## src/rtl/ctr_sync_updown_if.sv

```systemverilog
// Control/status bundle for ctr_sync_updown.
// Defining CTR_SYNC_UPDOWN_CMP_EN adds the compare value and compare pulse signals.
interface ctr_sync_updown_if #(
  parameter int BIT_WIDTH = 16
);
  logic                 EN_I;
  logic                 UP_I;
  logic                 SAT_I;
  logic                 CLR_I;
  logic                 LOAD_I;
  logic [BIT_WIDTH-1:0] LOAD_VAL_I;
  logic                 FLAG_CLR_I;
  logic [BIT_WIDTH-1:0] CNT_O;
  logic                 TC_O;
  logic                 WRAP_O;
  logic                 OVF_O;
  logic                 UDF_O;
`ifdef CTR_SYNC_UPDOWN_CMP_EN
  logic [BIT_WIDTH-1:0] CMP_VAL_I;
  logic                 CMP_O;

  modport master (
    output EN_I, UP_I, SAT_I, CLR_I, LOAD_I, LOAD_VAL_I, FLAG_CLR_I, CMP_VAL_I,
    input  CNT_O, TC_O, WRAP_O, OVF_O, UDF_O, CMP_O
  );

  modport slave (
    input  EN_I, UP_I, SAT_I, CLR_I, LOAD_I, LOAD_VAL_I, FLAG_CLR_I, CMP_VAL_I,
    output CNT_O, TC_O, WRAP_O, OVF_O, UDF_O, CMP_O
  );
`else
  modport master (
    output EN_I, UP_I, SAT_I, CLR_I, LOAD_I, LOAD_VAL_I, FLAG_CLR_I,
    input  CNT_O, TC_O, WRAP_O, OVF_O, UDF_O
  );

  modport slave (
    input  EN_I, UP_I, SAT_I, CLR_I, LOAD_I, LOAD_VAL_I, FLAG_CLR_I,
    output CNT_O, TC_O, WRAP_O, OVF_O, UDF_O
  );
`endif
endinterface

```

## src/rtl/ctr_sync_updown.sv

```systemverilog
// Synchronous up/down counter, range 0..MAX_VAL, wrap/saturate, sticky flags.
// Optional compare pulse output enabled by defining CTR_SYNC_UPDOWN_CMP_EN.
module ctr_sync_updown #(
  parameter int                   BIT_WIDTH = 16,
  parameter logic [BIT_WIDTH-1:0] RESET_VAL = '0,
  parameter logic [BIT_WIDTH-1:0] MAX_VAL   = {BIT_WIDTH{1'b1}}
) (
  input  logic             CLK_I,
  input  logic             RST_SYNC_I,
  ctr_sync_updown_if.slave bus
);

  localparam logic [BIT_WIDTH-1:0] ONE = {{(BIT_WIDTH-1){1'b0}}, 1'b1};

  logic [BIT_WIDTH-1:0] r_cnt;
  logic                 r_wrap;
  logic                 r_ovf;
  logic                 r_udf;

  logic [BIT_WIDTH-1:0] w_cnt_nxt;
  logic                 w_wrap_nxt;
  logic                 w_ovf_set;
  logic                 w_udf_set;
  logic                 w_at_max;
  logic                 w_at_zero;
  logic                 w_ovf_nxt;
  logic                 w_udf_nxt;

  assign w_at_max  = (r_cnt == MAX_VAL);
  assign w_at_zero = (r_cnt == '0);

  always_comb begin
    w_cnt_nxt  = r_cnt;
    w_wrap_nxt = 1'b0;
    w_ovf_set  = 1'b0;
    w_udf_set  = 1'b0;
    if (bus.CLR_I) begin
      w_cnt_nxt = '0;
    end else if (bus.LOAD_I) begin
      w_cnt_nxt = (bus.LOAD_VAL_I > MAX_VAL) ? MAX_VAL : bus.LOAD_VAL_I;
    end else if (bus.EN_I) begin
      if (bus.UP_I) begin
        if (w_at_max) begin
          w_ovf_set = 1'b1;
          if (!bus.SAT_I) begin
            w_cnt_nxt  = '0;
            w_wrap_nxt = 1'b1;
          end
        end else begin
          w_cnt_nxt = r_cnt + ONE;
        end
      end else begin
        if (w_at_zero) begin
          w_udf_set = 1'b1;
          if (!bus.SAT_I) begin
            w_cnt_nxt  = MAX_VAL;
            w_wrap_nxt = 1'b1;
          end
        end else begin
          w_cnt_nxt = r_cnt - ONE;
        end
      end
    end
  end

  // A set in the same cycle as FLAG_CLR_I wins.
  assign w_ovf_nxt = w_ovf_set | (r_ovf & ~bus.FLAG_CLR_I);
  assign w_udf_nxt = w_udf_set | (r_udf & ~bus.FLAG_CLR_I);

  always_ff @(posedge CLK_I) begin
    if (RST_SYNC_I) begin
      r_cnt  <= RESET_VAL;
      r_wrap <= 1'b0;
      r_ovf  <= 1'b0;
      r_udf  <= 1'b0;
    end else begin
      r_cnt  <= w_cnt_nxt;
      r_wrap <= w_wrap_nxt;
      r_ovf  <= w_ovf_nxt;
      r_udf  <= w_udf_nxt;
    end
  end

  assign bus.CNT_O  = r_cnt;
  assign bus.WRAP_O = r_wrap;
  assign bus.OVF_O  = r_ovf;
  assign bus.UDF_O  = r_udf;
  assign bus.TC_O   = bus.EN_I & ((bus.UP_I & w_at_max) | (~bus.UP_I & w_at_zero));

`ifdef CTR_SYNC_UPDOWN_CMP_EN
  logic r_cmp;
  logic w_cmp_nxt;

  // Fires only on an actual change of value, so holds and saturation stay quiet.
  assign w_cmp_nxt = (w_cnt_nxt != r_cnt) && (w_cnt_nxt == bus.CMP_VAL_I);

  always_ff @(posedge CLK_I) begin
    if (RST_SYNC_I) begin
      r_cmp <= 1'b0;
    end else begin
      r_cmp <= w_cmp_nxt;
    end
  end

  assign bus.CMP_O = r_cmp;
`endif

endmodule

```

## src/flat_wrapper.sv

```systemverilog
// flat-port wrapper written by rule: the top's interface ports become plain ports
module ctr_sync_updown_flat 
#(
  parameter int                   BIT_WIDTH = 16,
  parameter logic [BIT_WIDTH-1:0] RESET_VAL = '0,
  parameter logic [BIT_WIDTH-1:0] MAX_VAL   = {BIT_WIDTH{1'b1}}
)
  (CLK_I, RST_SYNC_I, bus_EN_I, bus_UP_I, bus_SAT_I, bus_CLR_I, bus_LOAD_I, bus_LOAD_VAL_I, bus_FLAG_CLR_I, bus_CNT_O, bus_TC_O, bus_WRAP_O, bus_OVF_O, bus_UDF_O);
  ctr_sync_updown_if #(.BIT_WIDTH(BIT_WIDTH)) bus_i ();
  input  logic CLK_I;
  input  logic RST_SYNC_I;
  input wire logic [$bits(bus_i.EN_I)-1:0] bus_EN_I;
  input wire logic [$bits(bus_i.UP_I)-1:0] bus_UP_I;
  input wire logic [$bits(bus_i.SAT_I)-1:0] bus_SAT_I;
  input wire logic [$bits(bus_i.CLR_I)-1:0] bus_CLR_I;
  input wire logic [$bits(bus_i.LOAD_I)-1:0] bus_LOAD_I;
  input wire logic [$bits(bus_i.LOAD_VAL_I)-1:0] bus_LOAD_VAL_I;
  input wire logic [$bits(bus_i.FLAG_CLR_I)-1:0] bus_FLAG_CLR_I;
  output wire logic [$bits(bus_i.CNT_O)-1:0] bus_CNT_O;
  output wire logic [$bits(bus_i.TC_O)-1:0] bus_TC_O;
  output wire logic [$bits(bus_i.WRAP_O)-1:0] bus_WRAP_O;
  output wire logic [$bits(bus_i.OVF_O)-1:0] bus_OVF_O;
  output wire logic [$bits(bus_i.UDF_O)-1:0] bus_UDF_O;
  assign bus_i.EN_I = bus_EN_I;
  assign bus_i.UP_I = bus_UP_I;
  assign bus_i.SAT_I = bus_SAT_I;
  assign bus_i.CLR_I = bus_CLR_I;
  assign bus_i.LOAD_I = bus_LOAD_I;
  assign bus_i.LOAD_VAL_I = bus_LOAD_VAL_I;
  assign bus_i.FLAG_CLR_I = bus_FLAG_CLR_I;
  assign bus_CNT_O = bus_i.CNT_O;
  assign bus_TC_O = bus_i.TC_O;
  assign bus_WRAP_O = bus_i.WRAP_O;
  assign bus_OVF_O = bus_i.OVF_O;
  assign bus_UDF_O = bus_i.UDF_O;
  ctr_sync_updown #(.BIT_WIDTH(BIT_WIDTH), .RESET_VAL(RESET_VAL), .MAX_VAL(MAX_VAL)) u_core (.CLK_I(CLK_I), .RST_SYNC_I(RST_SYNC_I), .bus(bus_i));
endmodule
```

## config.mk

```make
export PLATFORM = sky130hd
export DESIGN_NAME = ctr_sync_updown_flat
export DESIGN_NICKNAME = d
export VERILOG_FILES = /design/src/rtl/ctr_sync_updown_if.sv /design/src/rtl/ctr_sync_updown.sv /design/src/flat_wrapper.sv
export SDC_FILE = /design/constraint.sdc
export NUM_CORES = 1
export LEC_CHECK = 0
export BUFFER_PORTS_ARGS = -buffer_cell sky130_fd_sc_hd__buf_4
export CORE_MARGIN = 8
export CORE_UTILIZATION = 47
export DETAILED_ROUTE_END_ITERATION = 6
export PLACE_DENSITY = 0.77
export SETUP_SLACK_MARGIN = 0.3
export SYNTH_ARGS = -nofsm -noshare
export SYNTH_HDL_FRONTEND = slang
export SYNTH_SLANG_ARGS = --single-unit
```

## constraint.sdc

```tcl
create_clock -name CLK_I -period 2.4 [get_ports CLK_I]
set_clock_uncertainty 0.15 [all_clocks]
set_input_delay 0.24 -clock CLK_I [delete_from_list [all_inputs] [get_ports CLK_I]]
set_output_delay 0.24 -clock CLK_I [all_outputs]
set_load 0.02 [all_outputs]
```

==> results.toml, run 1 <==
[run_status]
status = "finished, final reports clean"

[floorplanning]
dieArea_um2 = 5840
die_y_um = 76.4
rows = 22
core-area_um2 = 3580
ios = 44
die-width_um = 76.4
start_util_pct = 47.9

[sta]
fin_ws_ns = 0.133
final.period_utilization_pct = 94.5
max_slew_margin_pct = 64.2
finalSetupViolCount = 0
max_freq_mhz = 441
hold_viol_final = 0
tightest_slew_ns = 0.530
maxSlewViolCount = 0
rsz0062_at_grt = "yes"
final.min_clock_period_ns = 2.27
tns_ns = 0

[final_layout]
areaGrowthSynthToFinish_pct = 51.7
final_nets = 334
fin_cells = 354
antennaDiodeCount = 0
drive_gt1_share_pct = 42.5
postLayoutCellArea_um2 = 2600

[logic_synthesis]
syn_inst = 232
synth_edf_count = 0
syn_area_um2 = 1720
ys_top_cells_by_count = "20 x nor2_1, 19 x dfxtp_1, 18 x nand2_1"
synth-seq-area-share_pct = 22.2
synth_cell_types = 59
syn_avg_cell_area_um2 = 7.39
netlist.area_leader.share_pct = 22.2
synth_top_area_cell = "dfxtp_1"
synth_area_leaders = "dfxtp_1 22%, nor3_1 4.7%, nor2_1 4.4%"
yosys_warnings = 0
synth_flop_cell = "dfxtp_1"
async_reset_ff_share_pct = 0
syn_nets = 259
synth_seq_cells = 19
yosysMostFrequentCell = "nor2_1"

[cts]
cts_tree = "yes"
path_clk_slew_ns = 0.13
cts_root_buffer = "clkbuf_4"
htree_levels = 1
clk_path_buf_depth = 2
insertion_delay_ns = 0.32
cts.sinks = 19
cts_buffers = 3

[place]
hpwl_mm = 4.69
placed_cells = 331
pre_cts_ws_ns = 0.149
gp_congestion = 0.946
placed_area_um2 = 2270
port_buffers = 43

[setup_path]
crit_chain = "inv_4 > ha_4 > nor2b_4 > nand3_2 > buf_4 > buf_4 > nor3_4 > nor3_1 > buf_4 > and3_1 > a211oi_1"
criticalPathCategory = "register to register"
crit_arrival_ns = 2.35
cp_max_fo = 5
crit_slowest_cell = "dfxtp_4"
reg2reg_depth = 11
end_kind = "register"
critPathMaxStageDelay_ns = 0.40
required_ns = 2.48
cp-start-kind = "register"
r2r_start = "u_core.bus.CNT_O[0]$_SDFFE_PP0P_"
r2r_slack_ns = 0.13
cp_common_cell = "buf_4"
r2r_end = "u_core.bus.CNT_O[10]$_SDFFE_PP0P_"

[route]
drc = 0
wirelength_mm = 6.68
topRoutingLayerUsed = "met4"
drt_iter0_markers = 159
ant_nets = 0
met2_length_mm = 3.14
dr.pass1.iters = 5
vias_per_cell = 6.30
vias = 2231
wl_per_cell_um = 18.9
dr_wl_met3_um = 627
drt-met1-wl_mm = 2.63

[grt]
antenna_found_initial = 0
grtUsageTotal_pct = 21.4
grt_pass1_wl_mm = 10.4
grt_pass1_vias = 2093
gr-total-overflow = 0
grt_max_degree = 17

[power_and_ir_drop]
leakagePower_nw = 1.12
totalPowerFinal_mw = 0.985
ir_drop_uv = 330
power_density_nw_per_um2 = 378

[worst_hold_path]
min_path_type = "primary input to register"
whs_path_depth = 3
hp-start = "bus_CLR_I"
whs_endpoint = "u_core.bus.WRAP_O$_SDFF_PP0_"

[job]
maxCapViolations = 0
layer usage:
layer / global-route usage, % / vias up
met5: 0 / -
li1: - / 1044
met3: 5.54 / 33
met1: 25.4 / 1029
met2: 35.3 / 125
met4: 9.42 / 0
layout make-up:
cell class	count	area, um2
Inverter	7	28.8
Multi-Input combinational cell	189	1370
Clock buffer	4	26.3
Timing Repair Buffer	87	706
Sequential cell	19	417
Tap cell	48	60.1
Fill cell	307	976
report_power, final:
group          leakage (nW)  internal [mW]  total [mW]  switching (mW)
sequential            0.163          0.328       0.361          0.0327
combinational         0.943          0.214       0.439           0.225
clock                0.0150         0.0650       0.184           0.119
total                  1.12          0.608       0.985           0.377
flip-flops by register name, indices dropped and copies added (netlist names):
| name | count |
|---|---|
| u_core.bus.UDF_O | 1 |
| u_core.bus.OVF_O | 1 |
| u_core.bus.WRAP_O | 1 |
| u_core.bus.CNT_O | 16 |
placed cells by master (no fill, tap or decap), types with 4 or more instances in the layout:
| master | count |
|---|---|
| dfxtp_2 | 5 |
| buf_4 | 75 |
| xor2_1 | 5 |
| dlygate4sd3_1 | 8 |
| nor2_1 | 20 |
| o21ai_0 | 14 |
| o31ai_1 | 7 |
| nand2_1 | 17 |
| dfxtp_4 | 8 |
| nor3_1 | 16 |
| dfxtp_1 | 6 |
| a31oi_1 | 6 |
| nand4_1 | 9 |
| a21oi_1 | 11 |
| inv_1 | 5 |
| and3_1 | 4 |
worst max-delay path by stage:
stage,startpoint,end,slack [ns],depth (start not counted)
3_5_place_dp,u_core.bus.CNT_O[0]$_SDFFE_PP0P_,u_core.bus.CNT_O[1]$_SDFFE_PP0P_,0.15,7
2_1_floorplan,u_core.bus.CNT_O[2]$_SDFFE_PP0P_,u_core.bus.CNT_O[8]$_SDFFE_PP0P_,0.19,5
6_report,u_core.bus.CNT_O[0]$_SDFFE_PP0P_,u_core.bus.CNT_O[10]$_SDFFE_PP0P_,0.13,11
4_1_cts,u_core.bus.CNT_O[0]$_SDFFE_PP0P_,bus_TC_O,0.14,8
3_3_place_gp,u_core.bus.CNT_O[0]$_SDFFE_PP0P_,u_core.bus.CNT_O[1]$_SDFFE_PP0P_,0.18,7
5_1_grt,u_core.bus.CNT_O[14]$_SDFFE_PP0P_,u_core.bus.CNT_O[10]$_SDFFE_PP0P_,0.06,9
through the flow:
stage / utilization, % / hold WS [ns]
final: 72.7 / 0.0432
after global routing: 72.7 / 0.0554
after CTS: 70.2 / 0.0479
after detailed placement: 63.5 / 0.281
after global placement: 63.5 / 0.278
after floorplan: - / 0.162
logic make-up (layout without fill, tap and decap cells):
group	after synthesis	in the layout	share of synthesized area [%]
buffers and inverters	25	98	8.53
adder cells (fa/ha/maj)	3	3	2.19
AND/OR/NAND/NOR	107	107	34.6
multiplexers	1	1	0.656
AO/OA/AOI/OAI	72	73	29.2
flip-flops	19	19	22.2
XOR/XNOR	5	5	2.55
what timing repair did:
| action | in CTS | in global routing |
|---|---|---|
| gates cloned | 0 | 1 |
| pin swaps | 4 | 4 |
| endpoints found under the hold margin | 9 | 0 |
| hold buffers | 8 | 0 |
| setup endpoints to repair | 17 | 18 |
| setup buffers | 6 | 4 |
| gates resized for setup | 19 | 12 |
critical path: cells and delay by family (launching register included):
family	cells	cell delay, ns
flops	1	0.40
buf+inv	4	0.53
simple gates	5	0.75
fa+ha+maj	1	0.12
compound gates	1	0.22
Power figures use the tool's default switching activity.
==> inputs of run 2 (changes only) <==
--- a/config.mk
+++ b/config.mk
@@ -7,9 +7,10 @@
 export LEC_CHECK = 0
 export BUFFER_PORTS_ARGS = -buffer_cell sky130_fd_sc_hd__buf_4
 export CORE_MARGIN = 8
-export CORE_UTILIZATION = 47
+export CORE_UTILIZATION = 48
 export DETAILED_ROUTE_END_ITERATION = 6
-export PLACE_DENSITY = 0.77
+export GPL_TIMING_DRIVEN = 0
+export PLACE_DENSITY = 0.78
 export SETUP_SLACK_MARGIN = 0.3
 export SYNTH_ARGS = -nofsm -noshare
 export SYNTH_HDL_FRONTEND = slang
==> constraint.sdc (replaced) <==
create_clock -name CLK_I -period 2.4 [get_ports CLK_I]
set_clock_uncertainty 0.15 [all_clocks]
set_input_delay 0.48 -clock CLK_I [delete_from_list [all_inputs] [get_ports CLK_I]]
set_output_delay 0.48 -clock CLK_I [all_outputs]
set_load 0.02 [all_outputs]
==> results.toml, run 2 (synthesis gave the netlist of run 1 again) <==
[final_layout]
nFillCells = 218
layout_common_cells = "61 x buf_4, 19 x nor2_1, 17 x nand2_1"
final_common_cell = "buf_4"
drive_gt1_share_pct = 49.0
postLayoutCellArea_um2 = 2800
largest_register_ffs = 16
final_nets = 336
areaGrowthSynthToFinish_pct = 63.0
fin_cells = 354
antennaDiodeCount = 0

[cts]
cts_tree = "yes"
path_clk_slew_ns = 0.14
insertion_delay_ns = 0.32
cts_buffers = 3
htree_levels = 1
clk_path_buf_depth = 2
cts.sinks = 19
cts_root_buffer = "clkbuf_4"

[floorplanning]
die-width_um = 75.8
ios = 44
start_util_pct = 50.6
core-area_um2 = 3390
rows = 21
dieArea_um2 = 5740
die_y_um = 75.8

[route]
drc = 0
ant_nets = 0
vias = 2337
wl_per_cell_um = 20.3
wirelength_mm = 7.20
dr.pass1.iters = 5
drt_iter0_markers = 250
vias_per_cell = 6.60

[power_and_ir_drop]
leakagePower_nw = 1.18
p_int_mw = 0.635
seqPwrFrac_pct = 33.9
totalPowerFinal_mw = 1.05
ir_drop_uv = 225
clock_power_share_pct = 18.0
power_density_nw_per_um2 = 376
p_sw_share_pct = 39.7
p_switching_mw = 0.417
p_comb_share_pct = 48.1

[setup_path]
crit_slowest_cell = "dfxtp_4"
r2r_start = "u_core.bus.CNT_O[0]$_SDFFE_PP0P_"
crit_chain = "clkbuf_16 > clkinv_8 > ha_4 > nor2b_4 > nand3_4 > o32ai_4 > and2_4 > buf_6"
worstSetupEndpoint = "bus_TC_O"
end_kind = "primary output"
cp_max_fo = 2
cp-start-kind = "register"
reg2reg_depth = 14
crit_arrival_ns = 1.84
r2r_end = "u_core.bus.CNT_O[2]$_SDFFE_PP0P_"
required_ns = 1.77
critPathMaxStageDelay_ns = 0.37
startpoint = "u_core.bus.CNT_O[0]$_SDFFE_PP0P_"
r2r_slack_ns = -0.01
criticalPathCategory = "register to primary output"

[sta]
max_slew_margin_pct = 44.0
maxSlewViolCount = 0
final.min_clock_period_ns = 2.47
fin_ws_ns = -0.0708
tightest_slew_ns = 0.840
hold_viol_final = 0
finalSetupViolCount = 2
tns_ns = -0.0759
rsz0062_at_grt = "yes"
max_freq_mhz = 405
final.period_utilization_pct = 103

[place]
port_buffers = 43
placed_area_um2 = 2230
pre_cts_ws_ns = -0.0425
gp_congestion = 0.966
placed_cells = 321
hpwl_mm = 4.63

[worst_hold_path]
min_path_type = "primary input to register"

[grt]
grt_pass1_vias = 2105
grtUsageTotal_pct = 24.3
grt_max_degree = 12
grt_pass1_wl_mm = 10.7
antenna_found_initial = 0
gr-total-overflow = 0

[job]
maxCapViolations = 0

[run_status]
failed_checks = "setup timing"
status = "finished with violations"
==> run 2: worst max-delay path: cells and delay by family, from the launching register on <==
kind,cells,cell delay (ns)
flops,1,0.37
simple gates,3,0.47
fa+ha+maj,1,0.11
compound gates,1,0.26
buf+inv,3,0.30
==> run 2: power by group through the flow <==
stage | clock network [mW] | logic [mW] | registers [mW]
floorplan | 0 | 0.233 | 0.372
global placement | 0 | 0.363 | 0.358
detailed placement | 0 | 0.365 | 0.358
CTS | 0.182 | 0.455 | 0.354
global route | 0.193 | 0.537 | 0.358
finish | 0.190 | 0.506 | 0.356
==> run 2: what timing repair did <==
action	CTS	global route
resized for setup	45	24
cloned	1	1
endpoints found under the setup margin	18	18
pin swaps	21	9
hold buffers	0	0
buffers inserted	25	2
==> run 2: layer usage <==
layer / part of all wire, % / track usage [%] / vias up
li1: - / - / 1048
met1: 39 / 32.0 / 1084
met2: 47 / 38.2 / 167
met3: 9.7 / 2.76 / 38
met4: 4.3 / 11.1 / 0
met5: 0 / 0 / -
==> run 2: layout make-up <==
class | count | area (um2) | share of cell area [%]
Inverter | 7 | 41.3 | 1.48
Sequential cell | 19 | 404 | 14.5
Multi-Input combinational cell | 188 | 1500 | 53.7
Buffer | 18 | 173 | 6.17
Timing Repair Buffer | 72 | 592 | 21.2
Clock buffer | 3 | 22.5 | 0.805
Clock inverter | 1 | 5.00 | 0.179
Tap cell | 46 | 57.6 | 2.06
==> run 2: worst min-delay path by stage <==
stage / startpoint / to / slack (ns) / cells after the start
6_report: RST_SYNC_I / u_core.bus.UDF_O$_SDFF_PP0_ / 0.18 / 2
5_1_grt: RST_SYNC_I / u_core.bus.UDF_O$_SDFF_PP0_ / 0.19 / 2
4_1_cts: RST_SYNC_I / u_core.bus.UDF_O$_SDFF_PP0_ / 0.19 / 2
3_5_place_dp: u_core.bus.CNT_O[10]$_SDFFE_PP0P_ / u_core.bus.CNT_O[10]$_SDFFE_PP0P_ / 0.39 / 2
3_3_place_gp: u_core.bus.CNT_O[10]$_SDFFE_PP0P_ / u_core.bus.CNT_O[10]$_SDFFE_PP0P_ / 0.39 / 2
2_1_floorplan: u_core.bus.CNT_O[10]$_SDFFE_PP0P_ / u_core.bus.CNT_O[10]$_SDFFE_PP0P_ / 0.39 / 2
==> run 2: per-stage QoR <==
stage          utilization, %  hold slack (ns)
2_1_floorplan               -            0.392
3_3_place_gp             65.8            0.392
3_5_place_dp             65.8            0.395
4_1_cts                  78.6            0.188
5_1_grt                  82.5            0.188
6_report                 82.5            0.182
